**config.mk**
```make
export PLATFORM = sky130hd
export DESIGN_NAME = sdram_dma_reader
export DESIGN_NICKNAME = d
export VERILOG_FILES = /design/src/rtl/sdram_dma_pkg.sv /design/src/rtl/dma_stream_fifo.sv /design/src/rtl/sdram_dma_reader.sv
export SDC_FILE = /design/constraint.sdc
export NUM_CORES = 1
export LEC_CHECK = 0
export ABC_AREA = 1
export CORE_UTILIZATION = 50
export DETAILED_ROUTE_END_ITERATION = 10
export GPL_TIMING_DRIVEN = 1
export PLACE_DENSITY = 0.7
export SYNTH_ARGS = -nofsm -noshare
export SYNTH_HDL_FRONTEND = slang
export SYNTH_SLANG_ARGS = --single-unit
```
**constraint.sdc**
```tcl
create_clock -name wb_clk_i -period 3.7 [get_ports wb_clk_i]
set_input_delay 0.555 -clock wb_clk_i [delete_from_list [all_inputs] [get_ports wb_clk_i]]
set_output_delay 0.555 -clock wb_clk_i [all_outputs]
set_load 0.05 [all_outputs]
```
**src/rtl/sdram_dma_pkg.sv**
```systemverilog
// ============================================================================
// Module : sdram_dma_pkg
// Brief  : Shared CSR map, status bits and FSM encoding for the SDRAM DMA reader.
// Rev    : 1.0
// ============================================================================
`default_nettype none

package sdram_dma_pkg;

    localparam logic [7:0]  CSR_CTRL       = 8'h00;
    localparam logic [7:0]  CSR_STATUS     = 8'h04;
    localparam logic [7:0]  CSR_SRC        = 8'h08;
    localparam logic [7:0]  CSR_LEN        = 8'h0C;

    localparam int          CTRL_START_BIT = 0;
    localparam int          CTRL_ABORT_BIT = 1;

    localparam int          STAT_BUSY_BIT  = 0;
    localparam int          STAT_DONE_BIT  = 1;
    localparam int          STAT_ERR_BIT   = 2;

    localparam logic [8:0]  BURST_REGION   = 9'h0F0;
    localparam logic [1:0]  DMA_FUN_READ   = 2'b01;
    localparam logic [22:0] ADDR_WRAP_LAST = 23'h7F_FFFC;

    typedef enum logic [1:0] {
        ST_IDLE  = 2'd0,
        ST_ISSUE = 2'd1,
        ST_BEAT  = 2'd2,
        ST_DONE  = 2'd3
    } dma_state_e;

endpackage

`default_nettype wire

```
**src/rtl/dma_stream_fifo.sv**
```systemverilog
// ============================================================================
// Module : dma_stream_fifo
// Brief  : Synchronous FIFO with free-slot count; flush beats a same-cycle push.
// Rev    : 1.0
// ============================================================================
`default_nettype none

module dma_stream_fifo #(
    parameter int DEPTH = 16,
    parameter int WIDTH = 32
) (
    input  logic                     clk,
    input  logic                     rst,
    input  logic                     i_push,
    input  logic [WIDTH-1:0]         i_push_data,
    input  logic                     i_pop,
    input  logic                     i_flush,
    output logic [WIDTH-1:0]         o_head,
    output logic                     o_empty,
    output logic                     o_full,
    output logic [$clog2(DEPTH):0]   o_free
);

    localparam int AW = $clog2(DEPTH);

    logic [WIDTH-1:0] r_mem [DEPTH];
    logic [AW-1:0]    r_wr_ptr;
    logic [AW-1:0]    r_rd_ptr;
    logic [AW:0]      r_count;
    logic             w_do_push;
    logic             w_do_pop;

    assign o_empty   = (r_count == '0);
    assign o_full    = (r_count == (AW+1)'(DEPTH));
    assign o_free    = (AW+1)'(DEPTH) - r_count;
    assign o_head    = r_mem[r_rd_ptr];
    assign w_do_push = i_push & ~o_full & ~i_flush;
    assign w_do_pop  = i_pop & ~o_empty & ~i_flush;

    always_ff @(posedge clk) begin
        if (rst || i_flush) begin
            r_wr_ptr <= '0;
            r_rd_ptr <= '0;
            r_count  <= '0;
        end else begin
            if (w_do_push) r_wr_ptr <= r_wr_ptr + AW'(1);
            if (w_do_pop)  r_rd_ptr <= r_rd_ptr + AW'(1);
            case ({w_do_push, w_do_pop})
                2'b10:   r_count <= r_count + (AW+1)'(1);
                2'b01:   r_count <= r_count - (AW+1)'(1);
                default: r_count <= r_count;
            endcase
        end
    end

    always_ff @(posedge clk) begin
        if (w_do_push) r_mem[r_wr_ptr] <= i_push_data;
    end

endmodule

`default_nettype wire

```
**src/rtl/sdram_dma_reader.sv**
```systemverilog
// ============================================================================
// Module : sdram_dma_reader
// Brief  : CSR-programmed SDRAM read DMA feeding a valid/ready stream via a FIFO.
// Rev    : 1.0
// ============================================================================
`default_nettype none

module sdram_dma_reader
    import sdram_dma_pkg::*;
#(
    parameter logic [31:0] CSR_BASE   = 32'h3800_0000,
    parameter int          BURST_LEN  = 8,
    parameter int          FIFO_DEPTH = 16,
    parameter int          LEN_W      = 16
) (
    input  logic        wb_clk_i,
    input  logic        wb_rst_i,
    input  logic        wbs_stb_i,
    input  logic        wbs_cyc_i,
    input  logic        wbs_we_i,
    input  logic [31:0] wbs_adr_i,
    input  logic [31:0] wbs_dat_i,
    output logic        wbs_ack_o,
    output logic [31:0] wbs_dat_o,
    output logic        dma_cyc_o,
    output logic        dma_stb_o,
    output logic        dma_we_o,
    output logic [31:0] dma_adr_o,
    output logic [1:0]  dma_fun_sel_o,
    input  logic        dma_ack_i,
    input  logic        dma_brust_i,
    input  logic [31:0] dma_dat_i,
    output logic        m_valid,
    output logic [31:0] m_data,
    input  logic        m_ready,
    output logic        irq_done
);

    localparam int CNT_W = $clog2(FIFO_DEPTH) + 1;
    localparam int BL_W  = $clog2(BURST_LEN) + 1;

    // ---------------------------------------------------------------- CSR slave
    logic             r_wbs_ack;
    logic [31:0]      r_wbs_dat;
    logic [31:0]      r_src;
    logic [LEN_W-1:0] r_len;
    logic             r_start_pulse;
    logic             r_abort_pulse;
    logic             w_csr_hit;
    logic             w_csr_wr;
    logic [7:0]       w_csr_off;
    logic [31:0]      w_rd_data;

    // ---------------------------------------------------------------- engine
    dma_state_e       r_state, w_state_nxt;
    logic             r_cyc, w_cyc_nxt;
    logic [31:0]      r_req_addr, w_req_addr_nxt;
    logic [31:0]      r_cur_addr, w_cur_addr_nxt;
    logic [LEN_W-1:0] r_remaining, w_remaining_nxt;
    logic [BL_W-1:0]  r_beats_left, w_beats_left_nxt;
    logic             r_done, w_done_nxt;
    logic             r_err, w_err_nxt;

    logic             w_busy;
    logic             w_beat;
    logic             w_burst_mode;
    logic             w_wrap;
    logic [31:0]      w_addr_inc;
    logic [BL_W-1:0]  w_eff_burst;
    logic [BL_W-1:0]  w_req_beats;

    logic             w_fifo_push;
    logic             w_fifo_pop;
    logic             w_fifo_flush;
    logic [31:0]      w_fifo_head;
    logic             w_fifo_empty;
    logic             w_fifo_full;
    logic [CNT_W-1:0] w_fifo_free;

    // Holding ack low for a cycle keeps a lingering strobe from double-acking.
    assign w_csr_hit = wbs_stb_i & wbs_cyc_i & ~r_wbs_ack &
                       (wbs_adr_i[31:8] == CSR_BASE[31:8]);
    assign w_csr_wr  = w_csr_hit & wbs_we_i;
    assign w_csr_off = wbs_adr_i[7:0];

    always_comb begin
        w_rd_data = '0;
        case (w_csr_off)
            CSR_STATUS: begin
                w_rd_data[STAT_BUSY_BIT] = w_busy;
                w_rd_data[STAT_DONE_BIT] = r_done;
                w_rd_data[STAT_ERR_BIT]  = r_err;
            end
            CSR_SRC:    w_rd_data = r_src;
            CSR_LEN:    w_rd_data = 32'(r_len);
            default:    w_rd_data = '0;
        endcase
    end

    always_ff @(posedge wb_clk_i) begin
        if (wb_rst_i) begin
            r_wbs_ack     <= 1'b0;
            r_wbs_dat     <= '0;
            r_src         <= '0;
            r_len         <= '0;
            r_start_pulse <= 1'b0;
            r_abort_pulse <= 1'b0;
        end else begin
            r_wbs_ack     <= w_csr_hit;
            r_wbs_dat     <= (w_csr_hit && !wbs_we_i) ? w_rd_data : '0;
            r_start_pulse <= w_csr_wr && (w_csr_off == CSR_CTRL) && wbs_dat_i[CTRL_START_BIT];
            r_abort_pulse <= w_csr_wr && (w_csr_off == CSR_CTRL) && wbs_dat_i[CTRL_ABORT_BIT];
            if (w_csr_wr && (w_csr_off == CSR_SRC)) r_src <= {wbs_dat_i[31:2], 2'b00};
            if (w_csr_wr && (w_csr_off == CSR_LEN)) r_len <= wbs_dat_i[LEN_W-1:0];
        end
    end

    assign wbs_ack_o = r_wbs_ack;
    assign wbs_dat_o = r_wbs_dat;

    // ---------------------------------------------------------------- datapath helpers
    assign w_busy       = (r_state == ST_ISSUE) || (r_state == ST_BEAT);
    assign w_beat       = r_cyc & (dma_ack_i | dma_brust_i);
    assign w_burst_mode = (r_cur_addr[31:23] == BURST_REGION);
    assign w_wrap       = (r_cur_addr[22:0] == ADDR_WRAP_LAST);
    assign w_addr_inc   = {r_cur_addr[31:23], r_cur_addr[22:0] + 23'd4};
    assign w_eff_burst  = w_burst_mode ? BL_W'(BURST_LEN) : BL_W'(1);
    assign w_req_beats  = (32'(r_remaining) < 32'(w_eff_burst)) ? BL_W'(r_remaining)
                                                                : w_eff_burst;

    // ---------------------------------------------------------------- FSM next state
    always_comb begin
        w_state_nxt      = r_state;
        w_cyc_nxt        = r_cyc;
        w_req_addr_nxt   = r_req_addr;
        w_cur_addr_nxt   = r_cur_addr;
        w_remaining_nxt  = r_remaining;
        w_beats_left_nxt = r_beats_left;
        w_done_nxt       = r_done;
        w_err_nxt        = r_err;
        w_fifo_push      = 1'b0;
        w_fifo_flush     = 1'b0;

        case (r_state)
            ST_IDLE: begin
                if (r_start_pulse) begin
                    if (r_len == '0) begin
                        w_done_nxt = 1'b1;
                        w_err_nxt  = 1'b1;
                    end else begin
                        w_done_nxt      = 1'b0;
                        w_err_nxt       = 1'b0;
                        w_cur_addr_nxt  = r_src;
                        w_remaining_nxt = r_len;
                        w_state_nxt     = ST_ISSUE;
                    end
                end
            end
            ST_ISSUE: begin
                // A whole burst must fit before asking, so no beat can ever hit a full FIFO.
                if (w_fifo_free >= CNT_W'(BURST_LEN)) begin
                    w_cyc_nxt        = 1'b1;
                    w_req_addr_nxt   = w_burst_mode ? {BURST_REGION, r_cur_addr[22:0]}
                                                    : r_cur_addr;
                    w_beats_left_nxt = w_req_beats;
                    w_state_nxt      = ST_BEAT;
                end
            end
            ST_BEAT: begin
                if (w_beat) begin
                    w_fifo_push      = 1'b1;
                    w_cur_addr_nxt   = w_addr_inc;
                    w_remaining_nxt  = r_remaining - LEN_W'(1);
                    w_beats_left_nxt = r_beats_left - BL_W'(1);
                    if (w_wrap) w_err_nxt = 1'b1;
                    if (r_beats_left == BL_W'(1)) begin
                        w_cyc_nxt = 1'b0;
                        if (r_remaining == LEN_W'(1)) begin
                            w_done_nxt  = 1'b1;
                            w_state_nxt = ST_DONE;
                        end else begin
                            w_state_nxt = ST_ISSUE;
                        end
                    end
                end
            end
            ST_DONE: begin
                w_state_nxt = ST_IDLE;
            end
            default: begin
                w_state_nxt = ST_IDLE;
            end
        endcase

        if (r_abort_pulse && w_busy) begin
            w_fifo_push  = 1'b0;
            w_fifo_flush = 1'b1;
            w_cyc_nxt    = 1'b0;
            w_done_nxt   = 1'b1;
            w_err_nxt    = 1'b1;
            w_state_nxt  = ST_IDLE;
        end
    end

    always_ff @(posedge wb_clk_i) begin
        if (wb_rst_i) begin
            r_state      <= ST_IDLE;
            r_cyc        <= 1'b0;
            r_req_addr   <= '0;
            r_cur_addr   <= '0;
            r_remaining  <= '0;
            r_beats_left <= '0;
            r_done       <= 1'b0;
            r_err        <= 1'b0;
        end else begin
            r_state      <= w_state_nxt;
            r_cyc        <= w_cyc_nxt;
            r_req_addr   <= w_req_addr_nxt;
            r_cur_addr   <= w_cur_addr_nxt;
            r_remaining  <= w_remaining_nxt;
            r_beats_left <= w_beats_left_nxt;
            r_done       <= w_done_nxt;
            r_err        <= w_err_nxt;
        end
    end

    // ---------------------------------------------------------------- stream FIFO
    assign w_fifo_pop = m_valid & m_ready;

    dma_stream_fifo #(
        .DEPTH (FIFO_DEPTH),
        .WIDTH (32)
    ) u_fifo (
        .clk         (wb_clk_i),
        .rst         (wb_rst_i),
        .i_push      (w_fifo_push),
        .i_push_data (dma_dat_i),
        .i_pop       (w_fifo_pop),
        .i_flush     (w_fifo_flush),
        .o_head      (w_fifo_head),
        .o_empty     (w_fifo_empty),
        .o_full      (w_fifo_full),
        .o_free      (w_fifo_free)
    );

    assign m_valid       = ~w_fifo_empty;
    assign m_data        = w_fifo_empty ? 32'h0 : w_fifo_head;
    assign dma_cyc_o     = r_cyc;
    assign dma_stb_o     = r_cyc;
    assign dma_we_o      = 1'b0;
    assign dma_adr_o     = r_req_addr;
    assign dma_fun_sel_o = w_busy ? DMA_FUN_READ : 2'b00;
    assign irq_done      = r_done;

endmodule

`default_nettype wire

```
# [Word-level counts from Yosys, hierarchy flattened]
# Memories as Yosys holds them, arrays and structs flattened. A register that Yosys moved wholly into a read port is not among the register bits.
# Index checks and enable logic that the tools add are counted.
[word_totals] reg_bits=183 ramBits=512 input_bits=104 output_inout_bits=104 wordCells=148 memories=1
[op_classes] addsub=8 order_cmp=2 n_eq_ne=24 muxes=49 n_bitwise=18 reduce_logical=28
[memory_table] memory="u_fifo.r_mem" words=16 word_bits=32 read_ports=1 rd_ports_with_merged_regs=1 wr=1 line="dma_stream_fifo.sv:26" rtl="logic [WIDTH-1:0] r_mem [DEPTH];"
[op_table] cell="32-bit two-way mux" count=4
[op_table] cell="32-bit case mux with 2 select lines" count=1
[op_table] cell="29-bit case mux with 2 select lines" count=1
[op_table] cell="16-bit two-way mux" count=3
[op_table] cell="16-bit case mux with 2 select lines" count=1
[op_table] cell="24-bit by 22-bit equality test with 1-bit output, second input constant" count=1
[op_table] cell="4-bit two-way mux" count=6
[op_table] cell="23-bit by 3-bit adder with 23-bit output, second input constant" count=1
[op_table] cell="23-bit equality test, second input constant" count=1
[op_table] cell="23-bit two-way mux" count=1
[op_table] cell="1-bit two-way mux" count=19
[op_table] cell="16-bit by 1-bit equality test with 1-bit output, second input constant" count=1
[op_table] cell="8-bit by 4-bit equality test with 1-bit output, second input constant" count=2
[op_table] cell="16-bit logical NOT" count=1
[op_table] cell="16-bit by 4-bit < comparator with 1-bit output" count=1
[op_table] cell="4-bit AND reduction" count=4
[op_table] cell="16-bit by 1-bit subtractor with 16-bit output, second input constant" count=1
[op_table] cell="2-bit two-way mux" count=6
[op_table] cell="1-bit AND" count=10
[op_table] cell="5-bit case mux with 2 select lines" count=1
[op_table] cell="5-bit AND reduction" count=2
[op_table] cell="9-bit by 8-bit equality test with 1-bit output, second input constant" count=1
[op_table] cell="3-bit case mux with 3 select lines" count=1
[op_table] cell="4-bit by 1-bit adder with 4-bit output, second input constant" count=2
[op_table] cell="other kinds (31)" count=57

# [Logic depth before layout (Yosys ltp)]
[depth] depth_word=9 ltp_mapped=18 depth_no_buf=17

# [Cells and area by module]
# Synthesis repeated with hierarchy kept, for this count alone.
[unflattened] hier_cells=2791 area_unflattened_um2=29683.5
[by_module_without_submodules] module="dma_stream_fifo" instances=1 cells_each=1509 area_per_inst_um2=21384.3 seq_area_each_um2=15715.1
[by_module_without_submodules] module="sdram_dma_reader" instances=1 cells_each=1282 area_per_inst_um2=8299.2 seq_area_each_um2=3323.2

# [Least setup slack after synthesis]
# Ideal clock, no wire load.
[synth_timing] kind="register to register" startpoint="reg r_state[1]" endpoint="mem u_fifo.r_mem[11][0] (enable)" setup_ns=0.421 t_arrival_ns=2.829 required_time_ns=3.279 slack_ns=0.450 stages_incl_launch_ff=8 path_buffers=0 period_less_slack_ns=3.250 cell_sequence="dfxtp_1 -> inv_1 -> ha_1 -> nand2_1 -> nand2_1 -> nor3_2 -> nand2_1 -> nor2_1"
[synth_via] elab_chain_len=8 elab_cells_between_ends=12 cone_classes="2 x eq/ne; 5 x mux; 3 x bitwise; 2 x reduce/logical"
[synth_lines] element="start: declaration" line="sdram_dma_reader.sv:55" rtl="dma_state_e r_state, w_state_nxt;"
[synth_lines] element="start signal: assignment" line="sdram_dma_reader.sv:216" rtl="r_state <= w_state_nxt;"
[synth_lines] element="2-bit by 1-bit equality test with 1-bit output / 2-bit equality test (equally long branches)" line="sdram_dma_reader.sv:122" rtl="assign w_busy = (r_state == ST_ISSUE) || (r_state == ST_BEAT);"
[synth_lines] element="1-bit logical OR *" line="sdram_dma_reader.sv:122"
[synth_lines] element="via w_busy" line="sdram_dma_reader.sv:64" rtl="logic w_busy;"
[synth_lines] element="1-bit logical AND *" line="sdram_dma_reader.sv:195" rtl="if (r_abort_pulse && w_busy) begin"
[synth_lines] element="1-bit two-way mux" line="sdram_dma_reader.sv:195"
[synth_lines] element="1-bit AND / 1-bit inverter (equally long branches)" line="dma_stream_fifo.sv:37" rtl="assign w_do_push = i_push & ~o_full & ~i_flush;"
[synth_lines] element="1-bit AND *" line="dma_stream_fifo.sv:37"
[synth_lines] element="1-bit two-way mux *" line="dma_stream_fifo.sv:57" rtl="if (w_do_push) r_mem[r_wr_ptr] <= i_push_data;"
[synth_lines] element="1-bit two-way mux (implied by the code) *" line="dma_stream_fifo.sv:57"
[synth_lines] element="end: declaration" line="dma_stream_fifo.sv:26"
# Mark *: on every way through the listed nets, which the timed path passes. The rest lies on a longest branch.

==> results.tsv <==
stage	metric	value	unit
run_status	outcome	finished, final reports clean	
yosys	synth_top_family_by_area	compound AO/OA/AOI/OAI gates	
power	p_seq_share	41.2	%
sta	hold_violations	0	
placement	place_ws	0.4851	ns
route	routedWlPerCell	20.66	microns
yosys	synth_xor_area_share	0.2755	%
critical_path	cp.buffers_inverters	2	
critical_path	crit_path_end_kind	output port	
sta	rsz0062_at_grt	no	
layout	fillers	4487	
critical_path	reg2regPathDepth	14	
power	netSwitchingFraction	32.15	%
critical_path	cp_slowest_stage_delay	0.54	ns
floorplanning	die_w	241.2	microns
layout	stdcell_count	3661	
critical_path	path_depth	6	
placement	dpl-instance-area	31640	sq um
critical_path	worstPathCellList	buf_4, o21ai_0, o221ai_1, nand3_1, a21oi_1, buf_12	
cts	clk_path_buf_depth	3	
hold_path	hold_path_class	flop to flop	
critical_path	r2r_setup_slack	0.56	ns
power	switching_power	6.591	mW
placement	placed_cells	3537	
yosys	syn_inst	2686	
route	num_vias	21055	
sta	period_share	91.11	%
placement	post-dp-hpwl	44.82	mm
placement	routabilityCongestion	0.8870	
cts	cts_resized	0	
yosys	yosys_warnings	0	
sta	tns	0	ns
yosys	netlist_area	28610	sq um
power	internal_power	13.91	mW
critical_path	cpMaxStageDelayCell	buf_4	
power	clkPwrFrac	33.1	%
yosys	synth_seq_area_share	66.55	%
yosys	synth.most_common_cell	edfxtp_1	
route	via_per_inst	5.751	
sta	clock_skew	0.01786	ns
yosys	ys_types	43	
sta	setup_viol	0	
layout	fin_area	33840	sq um
power	power.leakage	11.60	nW
cts	hold_buffers	0	
critical_path	worst-endpoint-required	3.14	ns
critical_path	cp_top_family	compound AO/OA/AOI/OAI gates	
route	ant_nets	0	
hold_path	min_from	r_remaining[1]	
placement	port_buffers	203	
critical_path	worstPathMaxFanout	59	
yosys	avgSynthCellArea	10.65	sq um
global_route	grt_pass1_vias	20412	
global_route	grt_overflow	0	
sta	slew_violations	0	
yosys	synthMuxAreaShare	0	%
yosys	synth_area_leaders	edfxtp_1 (54%), dfxtp_1 (13%), nor2_1 (6.0%)	
yosys	synthTopCellsByCount	edfxtp_1 (512), nor2_1 (461), o21ai_0 (344)	
hold_path	hold_depth	2	
floorplanning	rows	87	
global_route	grt_max_degree	125	
sta	fin_ws	0.3291	ns
global_route	track_usage	25.86	%
cts	numCtsBuffers	72	
critical_path	arrival	2.82	ns
cts	clk_pin_slew	0.06	ns
cts	cts_htree_levels	3	
cts	cts-root-buf	clkbuf_16	
floorplanning	die_y	241.2	microns
layout	area_growth	18.29	%
yosys	synth_top_area_share	53.74	%
route	drtIter0Drc	1910	
route	drt_wl_total	75.63	mm
global_route	grt_antenna_before_repair	3	
cts	post-cts-setup-buffer-count	0	
power	power	20.50	mW
critical_path	start_kind	flop	
hold_path	min_to	r_beats_left[1]	
layout	antenna_cells	0	
layout	drive_above_1_share	8.158	%
route	drt_pre_antenna_iters	8	
yosys	synth_compound_area_share	14.04	%
run	drv_cap	0	
power	irDropWorstVdd	0.0005071	V
cts	cts_tree	built	
floorplanning	start_util	50.64	%
cts	clk_latency	0.62	ns
yosys	synth_fa_ha_area_share	0.9884	%
yosys	ys_async_sr_fraction	0	%
floorplanning	io_pins	208	
sta	fin_crit	3.371	ns
sta	slew-limit-headroom	47.66	%
critical_path	r2r_start	r_state[0]	
cts	cts.sinks	695	
yosys	yosys.area_share.simple	13.05	%
floorplanning	die_area	58180	sq um
yosys	yosys.area.top_type	edfxtp_1	
layout	finalNetCount	2981	
power	p_comb_share	25.7	%
yosys	synth_flop_cell	edfxtp_1	
sta	fmax	296.7	MHz
route	drcViolationCount	0	
critical_path	critPathKind	flop to output port	
floorplanning	core	56500	sq um
yosys	synth_enable_flop_cells	512	
global_route	grt_pass1_wl	114.9	mm
sta	tightestPinTransition	0.7842	ns
power	power_density	605.8	nW/um^2
critical_path	r2r-end	u_fifo.r_count[4]	
yosys	synth_seq_cells	695	
metal layers:
layer / up-vias / GRT usage (%) / wire [microns]
met5: - / 0 / 41
met4: 6 / 10.01 / 2231
met3: 147 / 4.529 / 5582
met2: 850 / 42.96 / 37120
met1: 10220 / 33.77 / 30650
li1: 9832 / - / -
power by group through the flow:
stage | registers, mW | clock network [mW] | logic (mW)
floorplan | 8.58 | 0 | 3.28
global route | 8.44 | 7.21 | 5.65
finish | 8.44 | 6.78 | 5.27
global placement | 8.61 | 0 | 5.12
detailed placement | 8.61 | 0 | 5.23
CTS | 8.44 | 6.90 | 5.27
placed cells by master, fill, tap and decap left out, types with 19 or more instances in the layout:
cell type and count:
clkbuf_16 73, nor2_1 445, o21ai_0 344, o22ai_1 51, ha_1 19, inv_1 176
a21oi_1 136, o211ai_1 52, buf_4 67, nor3_1 43, clkdlybuf4s50_1 171, edfxtp_1 512
nand3_1 88, o21ai_1 39, dfxtp_1 179, nand4_1 20, buf_12 24, o221ai_1 77
nand2_1 268
cells by family after synthesis:
kind of cell,after synthesis
AO/OA/AOI/OAI,704
XOR/XNOR,9
adder cells (fa/ha/maj),22
buffers and inverters,353
flip-flops,695
other,1
AND/OR/NAND/NOR,902
stage by stage:
stage | util, % | hold slack (ns)
global route | 59.90 | 0.4809
detailed placement | 56.01 | 0.4574
finish | 59.90 | 0.4645
CTS | 59.90 | 0.4651
floorplan | - | 0.4341
global placement | 56.01 | 0.4485
worst max-delay path by stage:
| stage | endpoint | slack (ns) | from |
|---|---|---|---|
| 2_1_floorplan | u_fifo.r_mem[11][0] | 0.45 | r_state[1] |
| 3_3_place_gp | u_fifo.r_count[4] | 0.51 | dma_brust_i |
| 3_5_place_dp | u_fifo.r_count[4] | 0.49 | dma_brust_i |
| 4_1_cts | m_data[0] | 0.26 | flop |
| 5_1_grt | m_data[2] | 0.19 | flop |
| 6_report | m_data[0] | 0.33 | flop |
sequential cells by signal (all words and copies together) (netlist names), 5 cells and up, named ones only:
signal,count
r_remaining,16
r_cur_addr,30
dma_adr_o,30
r_src,30
r_len,16
u_fifo.r_mem,512
u_fifo.r_count,5
wbs_dat_o,32
cell type report:
class | count | area (sq um) | share of cell area (%)
clock buffers | 88 | 1923 | 5.683
clock inverters | 36 | 275.3 | 0.8134
inverters | 183 | 693.2 | 2.048
multi-input cells | 1641 | 8257 | 24.40
flip-flops and latches | 695 | 19050 | 56.30
well taps | 756 | 945.9 | 2.795
repair buffers | 262 | 2695 | 7.964
worst register-to-register path, cell delays in order (launching register included):
cell	delay (ns)
dfxtp_1	0.35
inv_1	0.09
ha_1	0.38
nand2_1	0.16
nand2_1	0.10
nor3_2	0.49
inv_1	0.16
ha_1	0.28
ha_1	0.34
a21oi_1	0.21
nand2_1	0.07
a21oi_1	0.12
nand2_1	0.07
o21ai_0	0.15
a21oi_1	0.06
Power figures use the tool's default switching activity.
